[src/rtl/regfile_seq_pkg.sv]
// Shared opcodes and FSM state encoding for the register-file operation sequencer.
package regfile_seq_pkg;

    localparam int unsigned OP_W = 3;

    localparam logic [OP_W-1:0] OP_NOP = 3'd0;
    localparam logic [OP_W-1:0] OP_ADD = 3'd1;
    localparam logic [OP_W-1:0] OP_SUB = 3'd2;
    localparam logic [OP_W-1:0] OP_AND = 3'd3;
    localparam logic [OP_W-1:0] OP_OR  = 3'd4;
    localparam logic [OP_W-1:0] OP_XOR = 3'd5;
    localparam logic [OP_W-1:0] OP_MOV = 3'd6;
    localparam logic [OP_W-1:0] OP_LDI = 3'd7;

    typedef enum logic [2:0] {
        ST_IDLE   = 3'd0,
        ST_READ   = 3'd1,
        ST_EXEC   = 3'd2,
        ST_WRITE  = 3'd3,
        ST_RETIRE = 3'd4
    } seq_state_e;

endpackage

[src/rtl/regfile_seq_alu.sv]
// Combinational ALU: result and carry (carry-out for ADD, not-borrow for SUB, else 0).
module regfile_seq_alu
    import regfile_seq_pkg::*;
#(
    parameter int unsigned DATA_W = 8
) (
    input  logic [OP_W-1:0]   op,
    input  logic [DATA_W-1:0] a,
    input  logic [DATA_W-1:0] b,
    input  logic [DATA_W-1:0] imm,
    output logic [DATA_W-1:0] result,
    output logic              carry
);

    localparam logic [DATA_W:0] One = (DATA_W + 1)'(1);

    always_comb begin
        result = '0;
        carry  = 1'b0;
        unique case (op)
            OP_NOP: result = '0;
            OP_ADD: {carry, result} = {1'b0, a} + {1'b0, b};
            OP_SUB: {carry, result} = {1'b0, a} + {1'b0, ~b} + One;
            OP_AND: result = a & b;
            OP_OR:  result = a | b;
            OP_XOR: result = a ^ b;
            OP_MOV: result = a;
            OP_LDI: result = imm;
            default: result = '0;
        endcase
    end

endmodule

[src/rtl/regfile_op_sequencer.sv]
// Sequences one register-to-register op at a time: accept, read, execute, write back.
// Optional flag outputs flag_z/flag_c are built when REGFILE_SEQ_FLAGS_EN is defined.
module regfile_op_sequencer
    import regfile_seq_pkg::*;
#(
    parameter int unsigned DATA_W = 8,
    parameter int unsigned ADDR_W = 4
) (
    input  logic              clk,
    input  logic              rst,
    input  logic              instr_valid,
    output logic              instr_ready,
    input  logic [OP_W-1:0]   instr_op,
    input  logic [ADDR_W-1:0] instr_dst,
    input  logic [ADDR_W-1:0] instr_srca,
    input  logic [ADDR_W-1:0] instr_srcb,
    input  logic [DATA_W-1:0] instr_imm,
    output logic [ADDR_W-1:0] rf_A_sel,
    output logic [ADDR_W-1:0] rf_B_sel,
    input  logic [DATA_W-1:0] rf_A,
    input  logic [DATA_W-1:0] rf_B,
    output logic [ADDR_W-1:0] rf_replaceSel,
    output logic [DATA_W-1:0] rf_replaceData,
    output logic              rf_we,
    output logic              busy,
    output logic              done
`ifdef REGFILE_SEQ_FLAGS_EN
    ,
    output logic              flag_z,
    output logic              flag_c
`endif
);

    seq_state_e        stateQ;
    logic [OP_W-1:0]   opQ;
    logic [ADDR_W-1:0] dstQ;
    logic [DATA_W-1:0] immQ;
    logic [DATA_W-1:0] resultQ;
    logic [DATA_W-1:0] aluResult;
    logic              aluCarry;

    regfile_seq_alu #(
        .DATA_W (DATA_W)
    ) u_alu (
        .op     (opQ),
        .a      (rf_A),
        .b      (rf_B),
        .imm    (immQ),
        .result (aluResult),
        .carry  (aluCarry)
    );

    assign rf_replaceSel  = dstQ;
    assign rf_replaceData = resultQ;

`ifdef REGFILE_SEQ_FLAGS_EN
    logic carryQ;
`else
    logic unusedAluCarry;
    assign unusedAluCarry = aluCarry;
`endif

    always_ff @(posedge clk) begin
        if (rst) begin
            stateQ      <= ST_IDLE;
            opQ         <= OP_NOP;
            dstQ        <= '0;
            immQ        <= '0;
            resultQ     <= '0;
            rf_A_sel    <= '0;
            rf_B_sel    <= '0;
            rf_we       <= 1'b0;
            done        <= 1'b0;
            busy        <= 1'b0;
            instr_ready <= 1'b1;
`ifdef REGFILE_SEQ_FLAGS_EN
            carryQ      <= 1'b0;
            flag_z      <= 1'b0;
            flag_c      <= 1'b0;
`endif
        end else begin
            rf_we <= 1'b0;
            done  <= 1'b0;
            unique case (stateQ)
                ST_IDLE: begin
                    if (instr_valid) begin
                        opQ         <= instr_op;
                        dstQ        <= instr_dst;
                        immQ        <= instr_imm;
                        instr_ready <= 1'b0;
                        busy        <= 1'b1;
                        if (instr_op == OP_NOP) begin
                            stateQ <= ST_RETIRE;
                            done   <= 1'b1;
                        end else if (instr_op == OP_LDI) begin
                            stateQ  <= ST_WRITE;
                            resultQ <= instr_imm;
                            rf_we   <= 1'b1;
                            done    <= 1'b1;
`ifdef REGFILE_SEQ_FLAGS_EN
                            carryQ  <= 1'b0;
`endif
                        end else begin
                            // Selects are the operand-address latch; they hold until the next op.
                            stateQ   <= ST_READ;
                            rf_A_sel <= instr_srca;
                            rf_B_sel <= instr_srcb;
                        end
                    end
                end
                ST_READ: stateQ <= ST_EXEC;
                ST_EXEC: begin
                    resultQ <= aluResult;
                    rf_we   <= 1'b1;
                    done    <= 1'b1;
                    stateQ  <= ST_WRITE;
`ifdef REGFILE_SEQ_FLAGS_EN
                    carryQ  <= aluCarry;
`endif
                end
                ST_WRITE: begin
                    stateQ      <= ST_IDLE;
                    busy        <= 1'b0;
                    instr_ready <= 1'b1;
`ifdef REGFILE_SEQ_FLAGS_EN
                    flag_z      <= (resultQ == '0);
                    flag_c      <= carryQ;
`endif
                end
                ST_RETIRE: begin
                    stateQ      <= ST_IDLE;
                    busy        <= 1'b0;
                    instr_ready <= 1'b1;
                end
                default: begin
                    stateQ      <= ST_IDLE;
                    busy        <= 1'b0;
                    instr_ready <= 1'b1;
                end
            endcase
        end
    end

endmodule

[config.mk]
export PLATFORM = sky130hd
export DESIGN_NAME = regfile_op_sequencer
export DESIGN_NICKNAME = d
export VERILOG_FILES = /design/src/rtl/regfile_seq_pkg.sv /design/src/rtl/regfile_seq_alu.sv /design/src/rtl/regfile_op_sequencer.sv
export SDC_FILE = /design/constraint.sdc
export NUM_CORES = 1
export LEC_CHECK = 0
export CORE_ASPECT_RATIO = 0.8
export CORE_MARGIN = 2
export CORE_UTILIZATION = 35
export DETAILED_ROUTE_END_ITERATION = 16
export HOLD_SLACK_MARGIN = 0.15
export SYNTH_ARGS = -nofsm -noshare
export SYNTH_HDL_FRONTEND = slang
export SYNTH_SLANG_ARGS = --single-unit
[constraint.sdc]
create_clock -name clk -period 3 [get_ports clk]
set_clock_uncertainty 0.15 [all_clocks]
set_input_delay 0.6 -clock clk [delete_from_list [all_inputs] [get_ports clk]]
set_output_delay 0.6 -clock clk [all_outputs]
set_load 0.01 [all_outputs]
# ---- Yosys cells after proc, flatten, opt, wreduce, memory -nomap -nowiden
# Cells that the tools add are included.
dict set report word_totals {
  ff_bits 38
  output_inout_bits 24
}
dict set report op_classes {
  add_sub_neg 3
  n_eq_ne 13
  mux 20
  n_bitwise 7
  reduce_logical 9
}
# cell count
set ops {}
lappend ops {{$pmux 8 s8} 1}
lappend ops {{$mux 8} 3}
lappend ops {{$add 8x8->8} 2}
lappend ops {{$pmux 8 s2} 1}
lappend ops {{$eq 3x3->1 const B} 5}
lappend ops {{$eq 3x2->1 const B} 3}
lappend ops {{$logic_not 3->1} 3}
lappend ops {{$pmux 3 s3} 1}
lappend ops {{$add 8x1->8 const B} 1}
lappend ops {{$and 8x8->8} 1}
lappend ops {{$not 8->8} 1}
lappend ops {{$or 8x8->8} 1}
lappend ops {{$pmux 1 s2} 4}
lappend ops {{$reduce_and 4->1} 2}
lappend ops {{$xor 8x8->8} 1}
lappend ops {{$mux 1} 7}
lappend ops {{$eq 3x1->1 const B} 2}
lappend ops {{$mux 3} 2}
lappend ops {{$ne 2x2->1 const B} 3}
lappend ops {{$reduce_and 2->1} 2}
lappend ops {{$not 1->1} 3}
lappend ops {{$mux 2} 1}
lappend ops {{$reduce_bool 2->1} 1}
lappend ops {{$reduce_or 2->1} 1}

# ---- Depth between registers and ports, before layout
dict set report logic_depth {
  depth_word 5
  mapped_depth 8
  depth_no_buf 8
}

# ---- Hierarchy
# A second synthesis with hierarchy kept.
dict set report hier_totals {
  hier_cells 375
  area_unflattened_um2 3014.1
}
# module n_inst cells_per_inst area_each_um2
set modules_own_cells {}
lappend modules_own_cells {regfile_op_sequencer 1 184 1656.6}
lappend modules_own_cells {regfile_seq_alu 1 191 1357.6}

# ---- Least setup slack after synthesis
# No wires, ideal clock.
dict set report synth_path {
  path_kind {input -> register}
  start {in rf_A[0]}
  end {reg resultQ[4] (netlist: rf_replaceData[4])}
  setup_time_ns 0.122
  arrival_ns 2.186
  t_required_ns 2.728
  setup_slack_ns 0.542
  cell_stages 8
  n_path_buf 0
  cell_sequence {inv_1 ha_1 fa_1 o21bai_2 a21oi_1 xor2_1 a211o_1 a311o_1}
}
dict set report synth_between {
  elab_chain_len 4
  word_cells_on_any_way 5
  cone_classes {3 x add/sub; 2 x mux}
}
# element line_no
set synth_lines {}
lappend synth_lines {{start: declaration} regfile_op_sequencer.sv:20} ;# input logic [DATA_W-1:0] rf_A,
lappend synth_lines {{$add 8x8->8} regfile_seq_alu.sv:23} ;# OP_SUB: {carry, result} = {1'b0, a} + {1'b0, ~b} + One;
lappend synth_lines {{$add 8x1->8} regfile_seq_alu.sv:23}
lappend synth_lines {{$pmux 8 s8 *} regfile_seq_alu.sv:20} ;# unique case (op)
lappend synth_lines {{$pmux 8 s2 *} regfile_op_sequencer.sv:84} ;# unique case (stateQ)
lappend synth_lines {{end signal: assignment} regfile_op_sequencer.sv:97} ;# resultQ <= instr_imm;
lappend synth_lines {{end signal: assignment} regfile_op_sequencer.sv:113} ;# resultQ <= aluResult;
lappend synth_lines {{end: declaration} regfile_op_sequencer.sv:38} ;# logic [DATA_W-1:0] resultQ;
# Every way passes the cells marked *; elsewhere a longest branch is shown, timed or not.
# A chain may end at the register's enable or synchronous reset.

# ---- Final worst setup path
# Ends and elaborated chain as after synthesis.

==> flow_metrics.tcl <==
set metrics [dict create \
    synth_cell_type_count 71 \
    clock-sinks 38 \
    synthesis.nets 410 \
    drive_above_1_share_pct 13.1 \
    antenna_found_initial 0 \
    routed_wl_mm 7.71 \
    dp.cells 521 \
    drc 0 \
    power_mw 1.41 \
    dpl.hpwl_mm 5.93 \
    cts.path.max_buffers 2 \
    max_freq_mhz 359 \
    grt_pass1_vias 2509 \
    fp-row-count 29 \
    power.leakage_nw 1.63 \
    fillerInstances 784 \
    crit_slowest_cell "clkdlybuf4s50_1" \
    tightestPinTransition_ns 0.706 \
    slew_viol_final 0 \
    cellPowerDensity_mw_per_mm2 372 \
    cp_num_cells 9 \
    pin_count 66 \
    clk_pin_slew_ns 0.07 \
    first_iter_violations 161 \
    utilization_pct 47.8 \
    synth-edff-count 0 \
    root_buffer "clkbuf_8" \
    final_nets 487 \
    grt_usage_pct 17.0 \
    cts_max_level 2 \
    worstHoldPathType "reg -> reg" \
    placed_cell_area_sq_mm 0.00372 \
    ys_seq_elements 38 \
    cp_cell_sequence "clkdlybuf4s50_1 -> inv_1 -> ha_1 -> fa_1 -> o21bai_2 -> a21oi_1 -> xor2_1 -> a211o_1 -> a311o_1" \
    coreArea_sq_mm 0.00795 \
    grt_pass1_wl_mm 12.5 \
    hold_buffers 0 \
    final_hold_viol_count 0 \
    cts_tree "built" \
    stdcell_count 528 \
    seqCellArea_sq_um 761 \
    crit_required_ns 3.03 \
    path_delay_family "compound AO/OA/AOI/OAI gates" \
    cts_resized 0 \
    crit_type "in -> reg" \
    cts_setup_buffers 0 \
    final_area_sq_mm 0.00380 \
    fin_crit_ns 2.78 \
    die_h_microns 85.2 \
    grt_max_degree 30 \
    max_slew_margin_pct 52.8 \
    syn_area_sq_mm 0.00288 \
    arrival_ns 2.81 \
    synth_flop_cell "dfxtp_1" \
    maxCapViolCount 0 \
    ant_nets 0 \
    ys_warn_count 0 \
    async_flop_share_pct 0 \
    die_area_sq_mm 0.00898 \
    cp-end-kind "flop" \
    start_kind "primary input" \
    overflow 0 \
    syn2layout_area_growth_pct 31.8 \
    cts_buffers 5 \
    final-setup-viol-count 0 \
    period_share_pct 92.8 \
    hold_slack_ns 0.305 \
    syn_area_per_cell_sq_um 8.40 \
    hold_depth 2 \
    gp_congestion 0.875 \
    numPortBuffers 65 \
    insertion_delay_ns 0.28 \
    path_max_fanout 3 \
    status "finished, final reports clean" \
    dr.pass1.iters 4 \
    seq_area_frac_synth_pct 26.4 \
    die_w_microns 105 \
    wl_per_cell_microns 14.6 \
    peakVddDrop_mv 0.199 \
    max_stage_delay_ns 0.51 \
    rsz0062_at_grt "no" \
    vias 2729 \
    cp.buffers_inverters 2 \
    synthCells 343 \
    multi_input_area_sq_mm 0.00190 \
    n_antenna_cell 0 \
    via_per_inst 5.17 \
    worstRegToRegCells 5 \
    start_util_pct 36.3 \
]
-- per-layer routing --
layer  track usage (%)  up-vias  wire [microns]
li1                  -     1378               -
met1              25.7     1260            3930
met2              25.3       87            3300
met3              3.30        4             448
met4              2.67        0              23
met5                 0        -               0
-- power by group --
group	leakage (nW)	switching [mW]	internal (mW)	total, mW
Combinational	1.28	0.248	0.254	0.502
Sequential	0.311	0.0375	0.543	0.581
Clock	0.0373	0.173	0.159	0.332
-- layout by cell type (no fill, tap or decap), types with 4 or more instances in the layout --
cell type,count
clkbuf_8,5
a31oi_1,4
ha_1,23
nand3_1,5
o21ai_0,16
buf_4,24
inv_1,24
mux2i_1,17
o211ai_1,4
nand2_1,45
dfxtp_1,38
nor2_1,25
clkdlybuf4s50_1,65
a21oi_1,28
nand2b_1,4
nor2b_1,7
a21o_1,4
nor3_1,7
-- flip-flops by register name, indices dropped and copies added (netlist names) --
| signal | count |
|---|---|
| immQ | 8 |
| rf_replaceData | 8 |
| rf_A_sel | 4 |
| rf_B_sel | 4 |
| rf_replaceSel | 4 |
| opQ | 3 |
| stateQ | 3 |
| busy | 1 |
| done | 1 |
| instr_ready | 1 |
| rf_we | 1 |
-- worst reg2reg max path: cells and delay by family (launching register included) --
kind	cells	cell delay [ns]
and+or+nand+nor	1	0.29
DFF	1	0.71
AOI/OAI and AO/OA	3	0.49
buffers and inverters	1	0.50
-- kinds of logic (layout without fill, tap and decap cells) --
kind of cell,after synthesis,after routing,synth area share [%]
adders and majority gates,25,25,11.4
AOI/OAI and AO/OA,97,97,24.1
and+or+nand+nor,115,115,21.3
DFF,38,38,26.4
muxes,20,20,7.86
buffers and inverters,44,121,7.77
xor gates and xnor gates,4,4,1.22
-- synthesized netlist by cell type (all sizes together) (5+ instances only) --
library cell | n | area (sq um)
a21oi | 30 | 158
buf | 14 | 97.6
clkbuf | 5 | 32.5
dfxtp | 38 | 761
ha | 23 | 288
inv | 24 | 90.1
mux2i | 17 | 170
nand2 | 46 | 175
nand2b | 5 | 38.8
nand3 | 6 | 42.5
nor2 | 25 | 93.8
nor2b | 7 | 43.8
nor3 | 8 | 45.0
o21ai | 17 | 88.8
-- through the flow --
| stage | worst slack, ns | setup TNS, ns |
|---|---|---|
| CTS | 0.199 | 0 |
| global route | 0.119 | 0 |
| global placement | -0.0521 | -0.0521 |
| detailed placement | -0.0976 | -0.106 |
| floorplan | 0.542 | 0 |
| finish | 0.216 | 0 |
-- worst paths after layout --
| check | slack [ns] | to | startpoint |
|---|---|---|---|
| setup / recovery | 0.22 | rf_replaceData[4] | rf_A[0] |
| hold / removal | 0.31 | rf_replaceSel[3] | rf_replaceSel[3] |
| setup reg to reg | 0.75 | rf_replaceData[5] | opQ[2] |
| hold reg to reg | 0.31 | rf_replaceSel[3] | rf_replaceSel[3] |
-- final cells by class --
class | count | share of cell area (%)
repair buffers | 89 | 21.9
flip-flops and latches | 38 | 20.0
clock buffers | 6 | 1.91
well taps | 108 | 3.56
multi-input cells | 261 | 50.0
clock inverters | 1 | 0.198
inverters | 25 | 2.47
(Power assumes the default switching activity.)
